<file path="src/rtl/fighter_state_ctrl.sv">
// Per-player fighter controller: walk, jump physics, punch, L>D>R>ATK special and hit-stun,
// all advancing on the game tick and feeding the sprite renderer.
module fighter_state_ctrl #(
  parameter int unsigned X_START  = 20,
  parameter int unsigned X_MIN    = 8,
  parameter int unsigned X_MAX    = 88,
  parameter int unsigned Y_GROUND = 32,
  parameter int unsigned STEP     = 2,
  parameter int unsigned JUMP_V   = 6,
  parameter int unsigned GRAVITY  = 1,
  parameter int unsigned PUNCH_T  = 3,
  parameter int unsigned SP_T     = 4,
  parameter int unsigned INJ_T    = 3,
  parameter int unsigned KNOCK    = 4,
  parameter int unsigned CMB_WIN  = 8
) (
  input  logic       clk,
  input  logic       reset,
  input  logic       tick,
  input  logic       btn_left,
  input  logic       btn_right,
  input  logic       btn_up,
  input  logic       btn_down,
  input  logic       btn_attack,
  input  logic       hit_in,
  input  logic [6:0] opp_x,
  output logic [6:0] x,
  output logic [6:0] y,
  output logic       in_air,
  output logic [1:0] move_state,
  output logic [2:0] character_state,
  output logic       mirror,
  output logic       attack_hit,
  output logic       special_fire
);

  localparam int unsigned CNT_W = $clog2(PUNCH_T + SP_T + INJ_T);
  localparam int unsigned WIN_W = $clog2(CMB_WIN + 1);

  localparam logic [1:0] MS_IDLE = 2'b00;
  localparam logic [1:0] MS_FWD  = 2'b01;
  localparam logic [1:0] MS_BACK = 2'b10;

  typedef enum logic [2:0] {
    ST_NORMAL  = 3'b000,
    ST_PUNCH   = 3'b001,
    ST_SP0     = 3'b010,
    ST_INJURED = 3'b100
  } state_t;

  state_t            state;
  logic [CNT_W-1:0]  cnt;
  logic signed [4:0] vy;
  logic              hit_pend;
  logic [1:0]        combo, combo_nxt;
  logic [WIN_W-1:0]  cmb_cnt, cmb_cnt_nxt;
  logic [4:0]        btn_now, btn_prev, press;
  logic signed [7:0] ny;
  logic              land;

  assign character_state = state;

  // {attack, down, up, right, left}
  assign btn_now = {btn_attack, btn_down, btn_up, btn_right, btn_left};
  assign press   = btn_now & ~btn_prev;

  function automatic logic [6:0] sat_add(input logic [6:0] v, input logic [6:0] d);
    logic [7:0] s;
    s = {1'b0, v} + {1'b0, d};
    return (s > 8'(X_MAX)) ? 7'(X_MAX) : s[6:0];
  endfunction

  function automatic logic [6:0] sat_sub(input logic [6:0] v, input logic [6:0] d);
    return ({1'b0, v} < (8'(X_MIN) + {1'b0, d})) ? 7'(X_MIN) : (v - d);
  endfunction

  // Next airborne height; landing when it reaches or passes the ground line
  always_comb begin
    ny   = signed'({1'b0, y}) - 8'(vy);
    land = (ny >= signed'(8'(Y_GROUND)));
  end

  // Combo tracker: a left press always restarts the sequence
  always_comb begin
    combo_nxt   = combo;
    cmb_cnt_nxt = cmb_cnt;
    if (press[0]) begin
      combo_nxt   = 2'd1;
      cmb_cnt_nxt = '0;
    end else if (|press[3:1]) begin
      cmb_cnt_nxt = '0;
      if (combo == 2'd1 && press[3:1] == 3'b100)      combo_nxt = 2'd2;
      else if (combo == 2'd2 && press[3:1] == 3'b001) combo_nxt = 2'd3;
      else                                            combo_nxt = 2'd0;
    end else if (combo != 2'd0) begin
      if (cmb_cnt == WIN_W'(CMB_WIN - 1)) begin
        combo_nxt   = 2'd0;
        cmb_cnt_nxt = '0;
      end else begin
        cmb_cnt_nxt = cmb_cnt + WIN_W'(1);
      end
    end
  end

  always_ff @(posedge clk or posedge reset) begin
    if (reset) begin
      state        <= ST_NORMAL;
      cnt          <= '0;
      x            <= 7'(X_START);
      y            <= 7'(Y_GROUND);
      vy           <= '0;
      in_air       <= 1'b0;
      move_state   <= MS_IDLE;
      mirror       <= 1'b0;
      attack_hit   <= 1'b0;
      special_fire <= 1'b0;
      hit_pend     <= 1'b0;
      combo        <= '0;
      cmb_cnt      <= '0;
      btn_prev     <= '0;
    end else begin
      attack_hit   <= 1'b0;
      special_fire <= 1'b0;
      if (tick) hit_pend <= hit_in;
      else if (hit_in) hit_pend <= 1'b1;

      if (tick) begin
        btn_prev <= btn_now;
        if (in_air) begin
          if (land) begin
            y      <= 7'(Y_GROUND);
            in_air <= 1'b0;
            vy     <= '0;
          end else begin
            y  <= ny[6:0];
            vy <= vy - 5'(GRAVITY);
          end
        end

        // A hit preempts everything except an ongoing stun
        if (hit_pend && state != ST_INJURED) begin
          state      <= ST_INJURED;
          cnt        <= '0;
          move_state <= MS_IDLE;
          combo      <= '0;
          cmb_cnt    <= '0;
          x          <= mirror ? sat_sub(x, 7'(KNOCK)) : sat_add(x, 7'(KNOCK));
        end else begin
          case (state)
            ST_NORMAL: begin
              mirror <= (opp_x < x);
              if (press[4] && !in_air) begin
                state      <= (combo == 2'd3) ? ST_SP0 : ST_PUNCH;
                cnt        <= '0;
                move_state <= MS_IDLE;
                combo      <= '0;
                cmb_cnt    <= '0;
              end else begin
                if (btn_left ^ btn_right) begin
                  x          <= btn_right ? sat_add(x, 7'(STEP)) : sat_sub(x, 7'(STEP));
                  move_state <= (btn_right ^ mirror) ? MS_FWD : MS_BACK;
                end else begin
                  move_state <= MS_IDLE;
                end
                if (press[2] && !in_air) begin
                  in_air <= 1'b1;
                  vy     <= 5'(JUMP_V);
                end
                combo   <= combo_nxt;
                cmb_cnt <= cmb_cnt_nxt;
              end
            end
            ST_PUNCH: begin
              if (cnt == CNT_W'(PUNCH_T - 1)) begin
                state <= ST_NORMAL;
                cnt   <= '0;
              end else begin
                cnt        <= cnt + CNT_W'(1);
                attack_hit <= (cnt == '0);
              end
            end
            ST_SP0: begin
              if (cnt == CNT_W'(SP_T - 1)) begin
                state        <= ST_NORMAL;
                cnt          <= '0;
                special_fire <= 1'b1;
              end else begin
                cnt <= cnt + CNT_W'(1);
              end
            end
            ST_INJURED: begin
              if (cnt == CNT_W'(INJ_T - 1)) begin
                state <= ST_NORMAL;
                cnt   <= '0;
              end else begin
                cnt <= cnt + CNT_W'(1);
              end
            end
            default: begin
              state <= ST_NORMAL;
              cnt   <= '0;
            end
          endcase
        end
      end
    end
  end

endmodule

</file>
<file path="config.mk">
export PLATFORM = sky130hd
export DESIGN_NAME = fighter_state_ctrl
export DESIGN_NICKNAME = d
export VERILOG_FILES = /design/src/rtl/fighter_state_ctrl.sv
export SDC_FILE = /design/constraint.sdc
export NUM_CORES = 1
export LEC_CHECK = 0
export CAP_MARGIN = 20
export CORE_MARGIN = 2
export CORE_UTILIZATION = 25
export CTS_CLUSTER_SIZE = 12
export DETAILED_ROUTE_END_ITERATION = 10
export PLACE_DENSITY_LB_ADDON = 0.12
export SLEW_MARGIN = 0
export SYNTH_ARGS = -nofsm -noshare
export SYNTH_HDL_FRONTEND = slang
export SYNTH_SLANG_ARGS = --single-unit
</file>
<file path="constraint.sdc">
create_clock -name clk -period 3.35 [get_ports clk]
set_input_delay 0.335 -clock clk [delete_from_list [all_inputs] [get_ports clk]]
set_output_delay 0.335 -clock clk [all_outputs]
set_load 0.03 [all_outputs]
</file>
==> results.yml, run 1 <==
status:
  status: "finished, final reports clean"
detailed_routing:
  drtPass1Iterations: 4
  first_iter_violations: 151
  drc: 0
  via_per_inst: 4.97
  wl_met1_um: 4380
  routedWlPerCell_um: 15.0
  wirelength_um: 8960
  drtAntennaViolNets: 0
  routed-wl-met3_um: 209
  wl_met2_um: 4310
  vias: 2961
  highest-signal-layer: "met4"
critical_path:
  crit_type: "register to register"
  critPathArrivalTime_ns: 2.91
  critPathMaxFanout: 9
  critPathLaunch: "vy[0]$_DFFE_PP0P_"
  crit_path_end_kind: "register"
  r2r_start: "vy[0]$_DFFE_PP0P_"
  critPathRequiredTime_ns: 3.54
  crit_path_start_kind: "register"
timing:
  max_freq_ghz: 0.367
  final.setup.tns_ns: 0
  worst_slew_pin_slew_ns: 0.741
  maxSlewHeadroom_pct: 49.9
  drv_slew: 0
  fin_crit_sh_pct: 81.4
  rsz0062_at_grt: "false"
  setup_viol: 0
  finalHoldViolCount: 0
  hold-worst-slack_ns: 0.268
  fin_worst_skew_ns: 0.00261
  period_needed_ns: 2.73
  fin_ws_ns: 0.622
yosys:
  synth_nets: 430
  synth-seq-area-share_pct: 32.7
  synthFlopType: "dfrtp_1"
  synth.avg_cell_area_um2: 8.50
  synth_edf_count: 0
  syn_area_um2: 3310
  yosys.cell_types.count: 73
  yosysWarnings: 0
  syn_inst: 389
  synth_seq_cells: 43
  async_flop_share_pct: 100
global_routing:
  grt_overflow_total: 0
  grtUsageTotal_pct: 13.3
  grt_start_max_net_pins: 44
  grt_antenna_before_repair: 0
  grt_pass1_vias: 3033
  grt_pass1_wl_um: 15400
place:
  pre_cts_slack_ns: 0.662
  placed_area_um2: 3840
  dp_hpwl_um: 6600
  routabilityCongestion: 0.806
  portBuffers: 36
  dp.cells: 588
power_and_ir_drop:
  ir_worst_vdd_v: 0.000585
  p_leak_nw: 1.62
  power.density_nw_per_um2: 928
die:
  ios: 39
  start_util_pct: 25.3
  rows: 42
  core_region_area_um2: 13100
  dieHeight_um: 119
  fp.dieW_um: 119
  die-area_um2: 14200
clock_tree:
  h-tree-depth: 2
  post_cts_resized: 0
  cts.sinks: 43
  clkSlewWorstSetupHoldPaths_ns: 0.06
  cts_setup_buffers: 0
  cts_made_buffers: 5
  postCtsHoldBufs: 0
  clock_latency_ns: 0.29
  cts_tree: "yes"
  root_buffer: "clkbuf_16"
  cts_buffer_depth: 2
cells_and_area:
  nets: 461
  instances_no_fill: 596
  fill_cells: 1379
  drive_above_1_share_pct: 7.62
  fin_area_um2: 4010
  area_growth_pct: 21.2
  n_antenna_cell: 0
job:
  drv_cap: 0
hold_path:
  hp-class: "primary input to async pin"
==> routing by layer <==
metal	vias to the layer above	track usage, %
li1	1487	-
met3	7	2.39
met4	0	2.53
met2	45	22.9
met1	1422	17.4
met5	-	0
==> worst paths after layout <==
check / endpoint / slack [ns] / cells past startpoint
worst max register to register: vy[2]$_DFFE_PP0P_ / 0.62 / 8
worst min register to register: move_state[0]$_DFFE_PP0P_ / 0.51 / 1
max in group asynchronous: y[5]$_DFFE_PP1P_ / 2.55 / 3
worst max-delay path: vy[2]$_DFFE_PP0P_ / 0.62 / 8
min in group clk: move_state[0]$_DFFE_PP0P_ / 0.51 / 1
worst min-delay path: cmb_cnt[0]$_DFFE_PP0P_ / 0.27 / 2
==> worst max-delay path, cell delays in order, from the launching register on <==
cell and delay (ns):
dfrtp_1 0.43, ha_1 0.23, fa_1 0.39, nand2b_1 0.19, a211oi_1 0.32, o21ai_0 0.16
a21boi_1 0.43, nor2_2 0.21, o311ai_1 0.27
==> synth_stat cells (all sizes together) (3+ instances only) <==
library cell | instances | share of area (%)
a21oi | 19 | 2.9
o22ai | 5 | 0.95
mux2 | 7 | 2.5
nand3b | 3 | 0.68
and3 | 3 | 0.57
mux2i | 3 | 0.91
nand4 | 3 | 0.57
xor2 | 4 | 1.1
a221oi | 4 | 1.1
nand4b | 3 | 0.79
a31oi | 10 | 2.1
a21o | 4 | 0.91
dfrtp | 40 | 30
buf | 6 | 0.91
dfstp | 3 | 2.4
o21a | 4 | 0.91
a211oi | 4 | 0.91
ha | 24 | 9.1
nor2b | 10 | 1.9
o21ai | 21 | 3.2
nor3 | 10 | 1.5
inv | 24 | 2.7
nand3 | 18 | 2.7
o211ai | 5 | 1.1
nand2 | 48 | 5.6
clkbuf | 10 | 1.1
nand2b | 14 | 2.6
xnor2 | 4 | 1.1
o31ai | 9 | 2.0
nor3b | 3 | 1.0
nor2 | 23 | 2.7
==> stage by stage <==
stage                     power (mW)  util (%)
after floorplan                 2.56         -
after global placement          3.21      29.4
after detailed placement        3.23      29.4
after CTS                       3.76      30.5
after global routing            4.08      30.6
final                           3.72      30.6
==> area by class of cell <==
| cell class | instances | area, um^2 | share of cell area [%] |
|---|---|---|---|
| Clock buffer | 6 | 139 | 3.47 |
| Clock inverter | 1 | 5.00 | 0.125 |
| Inverter | 25 | 93.8 | 2.34 |
| Multi-Input combinational cell | 305 | 2070 | 51.6 |
| Sequential cell | 43 | 1080 | 27.0 |
| Tap cell | 176 | 220 | 5.50 |
| Timing Repair Buffer | 40 | 403 | 10.1 |
==> placed cells by master (no fill, tap or decap), drive strengths merged, types with 7 or more instances in the layout <==
cell type      count
inv               24
mux2               7
a21oi             19
nor2b             10
nor3              10
o21ai             21
a31oi             10
nand3             18
ha                24
nor2              23
o31ai              9
dfrtp             40
nand2b            14
clkdlybuf4s50     36
nand2             48
==> kinds of logic after synthesis <==
group                    synth area share [%]
buffers and inverters                    4.88
XOR/XNOR                                 2.12
adder cells (fa/ha/maj)                  9.69
AO/OA/AOI/OAI                            24.1
AND/OR/NAND/NOR                          23.0
flip-flops                               32.7
multiplexers                             3.40
other                                   0.113
==> state kept, by name (all words and copies together), names as in the netlist <==
name / count
hit_pend: 1
attack_hit: 1
move_state: 2
mirror: 1
special_fire: 1
btn_prev: 5
cmb_cnt: 4
x: 6
combo: 2
character_state: 3
in_air: 1
vy: 5
y: 7
cnt: 4
==> power by group <==
| group | switching, mW | internal [mW] | leakage (nW) | total, mW |
|---|---|---|---|---|
| Clock | 0.207 | 0.292 | 0.0727 | 0.499 |
| Sequential | 0.266 | 0.689 | 0.539 | 0.955 |
| Combinational | 1.37 | 0.892 | 1.01 | 2.26 |
No activity file was read; power rests on OpenSTA's default activity.
==> run 2, diff against run 1 <==
Clock period 3.35 ns to 2.3 ns, I/O delays scaled along.
==> results.yml, run 2 (synthesized netlist as in run 1, its figures left out) <==
power_and_ir_drop:
  ir_worst_vdd_v: 0.000562
  power_mw: 6.67
  p_leak_nw: 1.90
  power.density_nw_per_um2: 1460
global_routing:
  grt_pass1_vias: 3241
  grt_antenna_before_repair: 0
  grt_overflow_total: 0
  grt_pass1_wl_um: 16200
  grt_start_max_net_pins: 29
  grtUsageTotal_pct: 14.0
cells_and_area:
  top_regs: "y: 7 flops, x: 6 flops"
  drive_above_1_share_pct: 22.8
  instances_no_fill: 650
  largest_register_ffs: 7
  largest_register: "y"
  nets: 514
  postLayoutCoreUtil_pct: 34.9
  n_antenna_cell: 0
  final_common_cell: "buf_4"
  area_growth_pct: 38.2
  fin_area_um2: 4570
  fill_cells: 1333
  final_cell_mix: "54 x buf_4, 46 x nand2_1, 39 x dfrtp_1"
critical_path:
  critPathLaunch: "vy[0]$_DFFE_PP0P_"
  path_buf_inv: 1
  reg2reg_depth: 9
  crit_path_start_kind: "register"
  path_delay_family: "compound AO/OA/AOI/OAI gates"
  critPathMaxFanout: 5
  crit_path_end_kind: "register"
  r2r_start: "vy[0]$_DFFE_PP0P_"
  crit_type: "register to register"
  critPathArrivalTime_ns: 2.42
  crit_path_max_incr_delay_ns: 0.40
  crit_slowest_cell: "dfrtp_1"
  r2r_setup_slack_ns: 0.07
  critPathRequiredTime_ns: 2.50
  path_cells: "ha_4, fa_2, nand2b_4, a211oi_4, o21ai_2, a21boi_4, buf_6, nor3b_4, o32ai_2"
  reg2reg_to: "vy[3]$_DFFE_PP0P_"
die:
  fp.dieW_um: 119
  rows: 42
  dieHeight_um: 119
  die-area_um2: 14200
  start_util_pct: 25.3
  ios: 39
  core_region_area_um2: 13100
timing:
  max_freq_ghz: 0.449
  setup_viol: 0
  final.setup.tns_ns: 0
  maxSlewHeadroom_pct: 62.0
  worst_slew_pin_slew_ns: 0.566
  fin_ws_ns: 0.0711
  fin_worst_skew_ns: 0.00294
  fin_crit_sh_pct: 96.9
  rsz0062_at_grt: "true"
  hold-worst-slack_ns: 0.256
  finalHoldViolCount: 0
  drv_slew: 0
  period_needed_ns: 2.23
place:
  dp_hpwl_um: 7350
  portBuffers: 36
  placed_area_um2: 4230
  routabilityCongestion: 0.812
  dp.cells: 637
  pre_cts_slack_ns: -0.0278
detailed_routing:
  drc: 0
  routed-wl-met3_um: 359
  highest-signal-layer: "met4"
  wl_met2_um: 4550
  wl_met1_um: 4520
  via_per_inst: 4.95
  first_iter_violations: 162
  drtPass1Iterations: 4
  vias: 3215
  drtAntennaViolNets: 0
  wirelength_um: 9570
  routedWlPerCell_um: 14.7
clock_tree:
  cts_made_buffers: 5
  root_buffer: "clkbuf_16"
  h-tree-depth: 2
  cts_buffer_depth: 2
  cts_tree: "yes"
  cts.sinks: 43
  clkSlewWorstSetupHoldPaths_ns: 0.06
  postCtsHoldBufs: 0
  clock_latency_ns: 0.29
status:
  status: "finished, final reports clean"
job:
  drv_cap: 0
hold_path:
  hp-class: "primary input to async pin"
-- run 2: changes by cell type in the layout (fill, tap and decap cells not counted), sizes merged --
cell / previous run / this run
clkinv: 2 / 1
buf: 4 / 57
clkbuf: 6 / 8
-- run 2: final cells by class --
type                       instances  area [um^2]  share of cell area [%]
clock buffer                       8          136                    2.98
inverter                          25         93.8                    2.05
multi-input combinational        305         2230                    48.8
sequential                        43         1080                    23.7
tap                              176          220                    4.82
timing repair buffer              93          808                    17.7
-- run 2: power breakdown --
| part | internal, mW | switching, mW |
|---|---|---|
| clock | 0.405 | 0.308 |
| combinational | 2.15 | 2.52 |
| sequential | 1.01 | 0.281 |
| total | 3.56 | 3.11 |
-- run 2: what timing repair did --
action | 4_1_cts | 5_1_grt
gates resized for setup | 3 | 32
endpoints found under the hold margin | 0 | 0
pin swaps | 1 | 8
endpoints found under the setup margin | 8 | 16
buffers inserted | 1 | 4
-- run 2: how the worst max path moves through the flow --
| stage | end | slack (ns) | cells after the start |
|---|---|---|---|
| 3_3_place_gp | y[4]$_DFFE_PP0P_ | 0.01 | 8 |
| 2_1_floorplan | vy[2]$_DFFE_PP0P_ | 0.02 | 9 |
| 5_1_grt | vy[2]$_DFFE_PP0P_ | -0.04 | 10 |
| 3_5_place_dp | vy[3]$_DFFE_PP0P_ | -0.03 | 8 |
| 4_1_cts | vy[3]$_DFFE_PP0P_ | 0.007 | 8 |
| 6_report | vy[3]$_DFFE_PP0P_ | 0.07 | 9 |
-- run 2: routing by layer --
layer / track usage, % / vias up
li1: - / 1596
met1: 17.7 / 1550
met2: 24.1 / 56
met3: 2.97 / 13
met4: 3.72 / 0
met5: 0 / -
==> run 3, diff against run 2 <==
Settings changed: CORE_UTILIZATION 25 to 57.
Clock period 2.3 ns to 2.2 ns, I/O delays scaled along.
==> results.yml, run 3 (synthesized netlist as in run 1, its figures left out) <==
cells_and_area:
  drive_above_1_share_pct: 27.7
  largest_register: "y"
  largest_register_ffs: 7
  area_growth_pct: 37.0
  final_cell_mix: "52 x buf_4, 45 x nand2_1, 36 x clkdlybuf4s50_1"
  ff_latch_area_um2: 1090
  top_regs: "y: 7 flops, x: 6 flops"
  fin_area_um2: 4530
  final_common_cell: "buf_4"
  fill_cells: 341
  postLayoutCoreUtil_pct: 81.8
  nets: 513
  n_antenna_cell: 0
  multiInputGateArea_um2: 2340
critical_path:
  crit_path_start_kind: "register"
  crit_path_end_kind: "register"
  crit_slowest_cell: "dfrtp_1"
  path_cells: "inv_1, ha_1, nand2b_2, a21o_1, a211oi_2, a21boi_4, nor2_4, o311ai_1"
  critPathArrivalTime_ns: 2.61
  crit_path_max_incr_delay_ns: 0.43
  critPathRequiredTime_ns: 2.39
  crit_type: "register to register"
  critPathMaxFanout: 5
status:
  status: "finished, violations left"
  failed_checks: "setup timing"
clock_tree:
  h-tree-depth: 2
  clkSlewWorstSetupHoldPaths_ns: 0.09
  postCtsHoldBufs: 0
  root_buffer: "clkbuf_8"
  cts_tree: "yes"
  cts.sinks: 43
  cts_buffer_depth: 2
  cts_made_buffers: 5
  clock_latency_ns: 0.30
die:
  core_region_area_um2: 5540
  fp.dieW_um: 80.2
  dieHeight_um: 80.2
  start_util_pct: 59.7
  die-area_um2: 6430
  ios: 39
  rows: 27
global_routing:
  grt_pass1_vias: 3365
  grt_antenna_before_repair: 0
  grt_overflow_total: 0
  grt_pass1_wl_um: 16000
  grtUsageTotal_pct: 31.5
  grt_start_max_net_pins: 40
power_and_ir_drop:
  power.density_nw_per_um2: 1660
  ir_worst_vdd_v: 0.00106
  p_leak_nw: 1.90
timing:
  fin_worst_skew_ns: 0.00881
  period_needed_ns: 2.42
  fin_crit_sh_pct: 110
  fin_ws_ns: -0.219
  maxSlewHeadroom_pct: 61.5
  rsz0062_at_grt: "true"
  max_freq_ghz: 0.413
  final.setup.tns_ns: -1.41
  worst_slew_pin_slew_ns: 0.576
  drv_slew: 0
  finalHoldViolCount: 0
  setup_viol: 12
detailed_routing:
  drc: 0
  vias: 3544
  wirelength_um: 10800
  via_per_inst: 6.50
  drtPass1Iterations: 5
  first_iter_violations: 397
  routedWlPerCell_um: 19.7
  drtAntennaViolNets: 0
place:
  dp_hpwl_um: 6630
  placed_area_um2: 4070
  portBuffers: 36
  routabilityCongestion: 0.883
job:
  drv_cap: 0
hold_path:
  hp-class: "primary input to async pin"
## run 3: area by class of cell
class / count / share of cell area (%)
Multi-Input combinational cell: 306 / 51.5
Sequential cell: 43 / 24.0
Timing Repair Buffer: 91 / 17.5
Inverter: 25 / 2.07
Tap cell: 72 / 1.99
Clock buffer: 6 / 1.60
Clock inverter: 2 / 1.33
## run 3: power by group
group          internal [mW]  switching, mW  total (mW)
Sequential              1.05          0.364        1.42
Combinational           2.31           3.03        5.35
Clock                  0.454          0.285       0.739
Total                   3.82           3.68        7.51
## run 3: final timing paths
check,startpoint,end,slack (ns),cells past startpoint
min reg2reg,cmb_cnt[0]$_DFFE_PP0P_,cmb_cnt[0]$_DFFE_PP0P_,0.53,1
max reg2reg,vy[1]$_DFFE_PP0P_,vy[2]$_DFFE_PP0P_,-0.22,8
max,vy[1]$_DFFE_PP0P_,vy[2]$_DFFE_PP0P_,-0.22,8
min in group clk,hit_in,hit_pend$_DFFE_PP0P_,0.52,2
max in group asynchronous,reset,x[2]$_DFFE_PP1P_,1.57,3
min,reset,cmb_cnt[3]$_DFFE_PP0P_,0.11,2
## run 3: repair_timing
item / CTS / global route
cloned: 1 / 0
buffers inserted: 3 / 9
pin swaps: 7 / 15
endpoints found under the setup margin: 11 / 18
resized for setup: 21 / 33
## run 3: stage by stage
stage                     total power [mW]  hold WS (ns)  worst slack [ns]  instances
after floorplan                       4.06         0.312          -0.00887        389
after global placement                5.33         0.427           -0.0136        524
after detailed placement              5.47         0.438           -0.0632        524
after CTS                             6.65         0.113           0.00391        536
after global routing                  7.94         0.125            -0.428        545
final                                 7.51         0.109            -0.219        545
## run 3: critical path: cells and delay by family (launching register included)
family	cells	cell delay, ns
AOI/OAI and AO/OA	4	1.20
adders and majority gates	1	0.31
buffers and inverters	1	0.08
DFF	1	0.43
and+or+nand+nor	2	0.27
## run 3: layer usage
| layer | vias up | global-route usage (%) | wire (um) |
|---|---|---|---|
| met1 | 1697 | 38.5 | 4200 |
| met3 | 54 | 4.61 | 685 |
| met5 | - | 0 | 0 |
| met2 | 207 | 55.5 | 5420 |
| met4 | 0 | 12.7 | 449 |
| li1 | 1586 | - | - |
==> RTL edit, RTL diff (flow settings as in run 3) <==
One comparison of `cnt` changes from == to >=.
--- a/src/rtl/fighter_state_ctrl.sv
+++ b/src/rtl/fighter_state_ctrl.sv
@@ -171,7 +171,7 @@
               end
             end
             ST_PUNCH: begin
-              if (cnt == CNT_W'(PUNCH_T - 1)) begin
+              if (cnt >= CNT_W'(PUNCH_T - 1)) begin
                 state <= ST_NORMAL;
                 cnt   <= '0;
               end else begin
Formal check against the unedited RTL: no difference found for any inputs over 4 cycles, from zero or initial values and one cycle with reset high; that may be too few to reach the edited logic, so the function may still have changed.
==> RTL edit against run 3 <==
  * The run still ends with setup timing left
  * Final cell count decreased by 1.3%
  * Via count down 6.2%
  * Global-route usage down 3.1 points
  * Critical path depth increased by 1
  * Sequential cell count unchanged
  * Synthesized area is 0.79% lower
  * Routed wire length decreased by 18%
  * Power down 19%
  * Clock power is 29% lower
  * Non-clock buffer count shrank 3
  * Cell area shrank 4.1%
  * Worst setup slack better by 0.20 ns
  * Largest cell class unchanged
  * Largest power group unchanged
==> RTL edit: results (changes against run 3) <==
The routability-driven placement congestion ratio was 0.987 (+12%). The tools report the power spent charging and discharging nets as 2.87 mW (-22%). The portion of total power attributed to combinational logic is 0.697 (-0.016). Number of distinct library cells after synthesis: 65 (-11%). The fraction of layout cells with a size suffix above 1 works out to 0.234 (-0.0431). For the met3 global-route usage, the log shows 0.0407 (-0.00534). The logs give 14.4 mm (-10%) for the global-route wire length before repair and 1080 µm² (-0.23%) for the storage element area. The share of final layout cell area taken by clock buffers and inverters was 0.0196 (-0.00969); the inverter count of the layout excluding clock inverters was 24 (-4.0%). The quantity of gates resized following cts is 7 (-67%).

The tools report the via count of the first global-routing pass as 3101 (-7.8%). The xor/xnor share of the synthesized area was 0.0214 (+0.000170). The tools report the number of filler instances in the final layout as 408 (+20%). The run gives 0.329 (+0.00262) as the part of the Yosys area used for sequential elements. The final setup violation count came out at 8 (-4). The run finished, with violations left. The logs give 559 µm (-18%) for the met3 wirelength from detailed routing and 0.497 (-0.0575) for the met2 track demand over resource in global routing. Sorting the synthesized cells by how often they occur yields sky130_fd_sc_hd__nand2_1 (44), sky130_fd_sc_hd__dfrtp_1 (40), sky130_fd_sc_hd__ha_1 (24), sky130_fd_sc_hd__o21ai_0 (24), sky130_fd_sc_hd__inv_1 (23). The tools report the via total after detailed routing as 3324 (-6.2%).

The tools report the wire length on met2 as 4.39 mm (-19%). The tools report the total wire length as 8.84 mm (-18%). The logs give 5 (unchanged) for the number of iterations in the first detailed-routing pass and 2.40 ns (-0.21 ns) for the data arrival time of the critical path. The final reports fail on setup timing.

The routed metal-1 wirelength came out at 3.77 mm (-10%). The largest net degree at the start of global routing is 44 (+10%). Yosys attributes the largest share of cell area to sky130_fd_sc_hd__dfrtp_1 (31%), sky130_fd_sc_hd__ha_1 (9.2%), sky130_fd_sc_hd__nand2_1 (5.0%).

Power attributed to the clock group: 522 µW (-29%). The synthesized-area fraction occupied by adder cells was 0.0976 (+0.000776). The count of plain and timing-repair buffers was 88 (-3.3%); the count of multi-input combinational gates was 303 (-0.98%).

The non-clock buffer area fraction after layout works out to 0.177 (+0.00233). The post-layout net count was 506 (-1.4%). The least setup slack across all paths after layout was -0.0203 ns (+0.199 ns).

Number of violations reported at the end of detailed-routing iteration 0: 325 (-18%). The tools report the worst-case headroom to the max-slew limit as 0.612 (-0.00371). The fraction of the mapped netlist area in compound gates was 0.230 (-0.0107). The tools report the global router's overall resource usage as 0.284 (-0.0312). The highest ir drop seen on vdd is 0.000910 V (-14%), and the met1 global-route usage is 0.370 (-0.0150). The tools report the final sequential cell count as 43 (unchanged). The tools report the leakage power summed over all cells as 1.84 nW (-3.3%). For the maximum clock skew at final layout, the log shows 0.00923 ns (+0.000423 ns).
RTL edit: final timing paths:
check	startpoint	endpoint	slack [ns]	cells after the start
setup / recovery	vy[4]$_DFFE_PP0P_	y[4]$_DFFE_PP0P_	-0.02	9
hold / removal	reset	x[1]$_DFFE_PP0P_	0.25	3
setup reg to reg	vy[4]$_DFFE_PP0P_	y[4]$_DFFE_PP0P_	-0.02	9
hold reg to reg	btn_prev[3]$_DFFE_PP0P_	btn_prev[3]$_DFFE_PP0P_	0.51	1
max in group asynchronous	reset	y[5]$_DFFE_PP1P_	1.67	3
min in group clk	hit_in	hit_pend$_DFFE_PP0P_	0.48	2
RTL edit: worst max-delay path, cell delays in order, from the launching register on:
cell	delay, ns
sky130_fd_sc_hd__dfrtp_1	0.40
sky130_fd_sc_hd__inv_2	0.12
sky130_fd_sc_hd__ha_4	0.23
sky130_fd_sc_hd__and3_4	0.18
sky130_fd_sc_hd__or4_1	0.48
sky130_fd_sc_hd__mux2i_1	0.24
sky130_fd_sc_hd__nor2_2	0.09
sky130_fd_sc_hd__nor2_2	0.15
sky130_fd_sc_hd__buf_6	0.15
sky130_fd_sc_hd__o31ai_4	0.07
RTL edit: per-stage QoR:
stage	cells	total power [mW]	TNS (ns)
final	538	6.05	-0.117
after global routing	538	6.45	-0.578
after CTS	537	5.67	-0.00677
after detailed placement	526	5.02	-0.356
after global placement	526	4.92	0
after floorplan	388	3.62	-0.0779
RTL edit: cell families (layout without fill, tap and decap cells):
kind of cell,count (synthesis),in the layout
adder cells (fa/ha/maj),25,25
AND/OR/NAND/NOR,144,144
flip-flops,43,43
buffers and inverters,42,120
other,1,1
XOR/XNOR,8,8
AO/OA/AOI/OAI,112,112
multiplexers,13,13
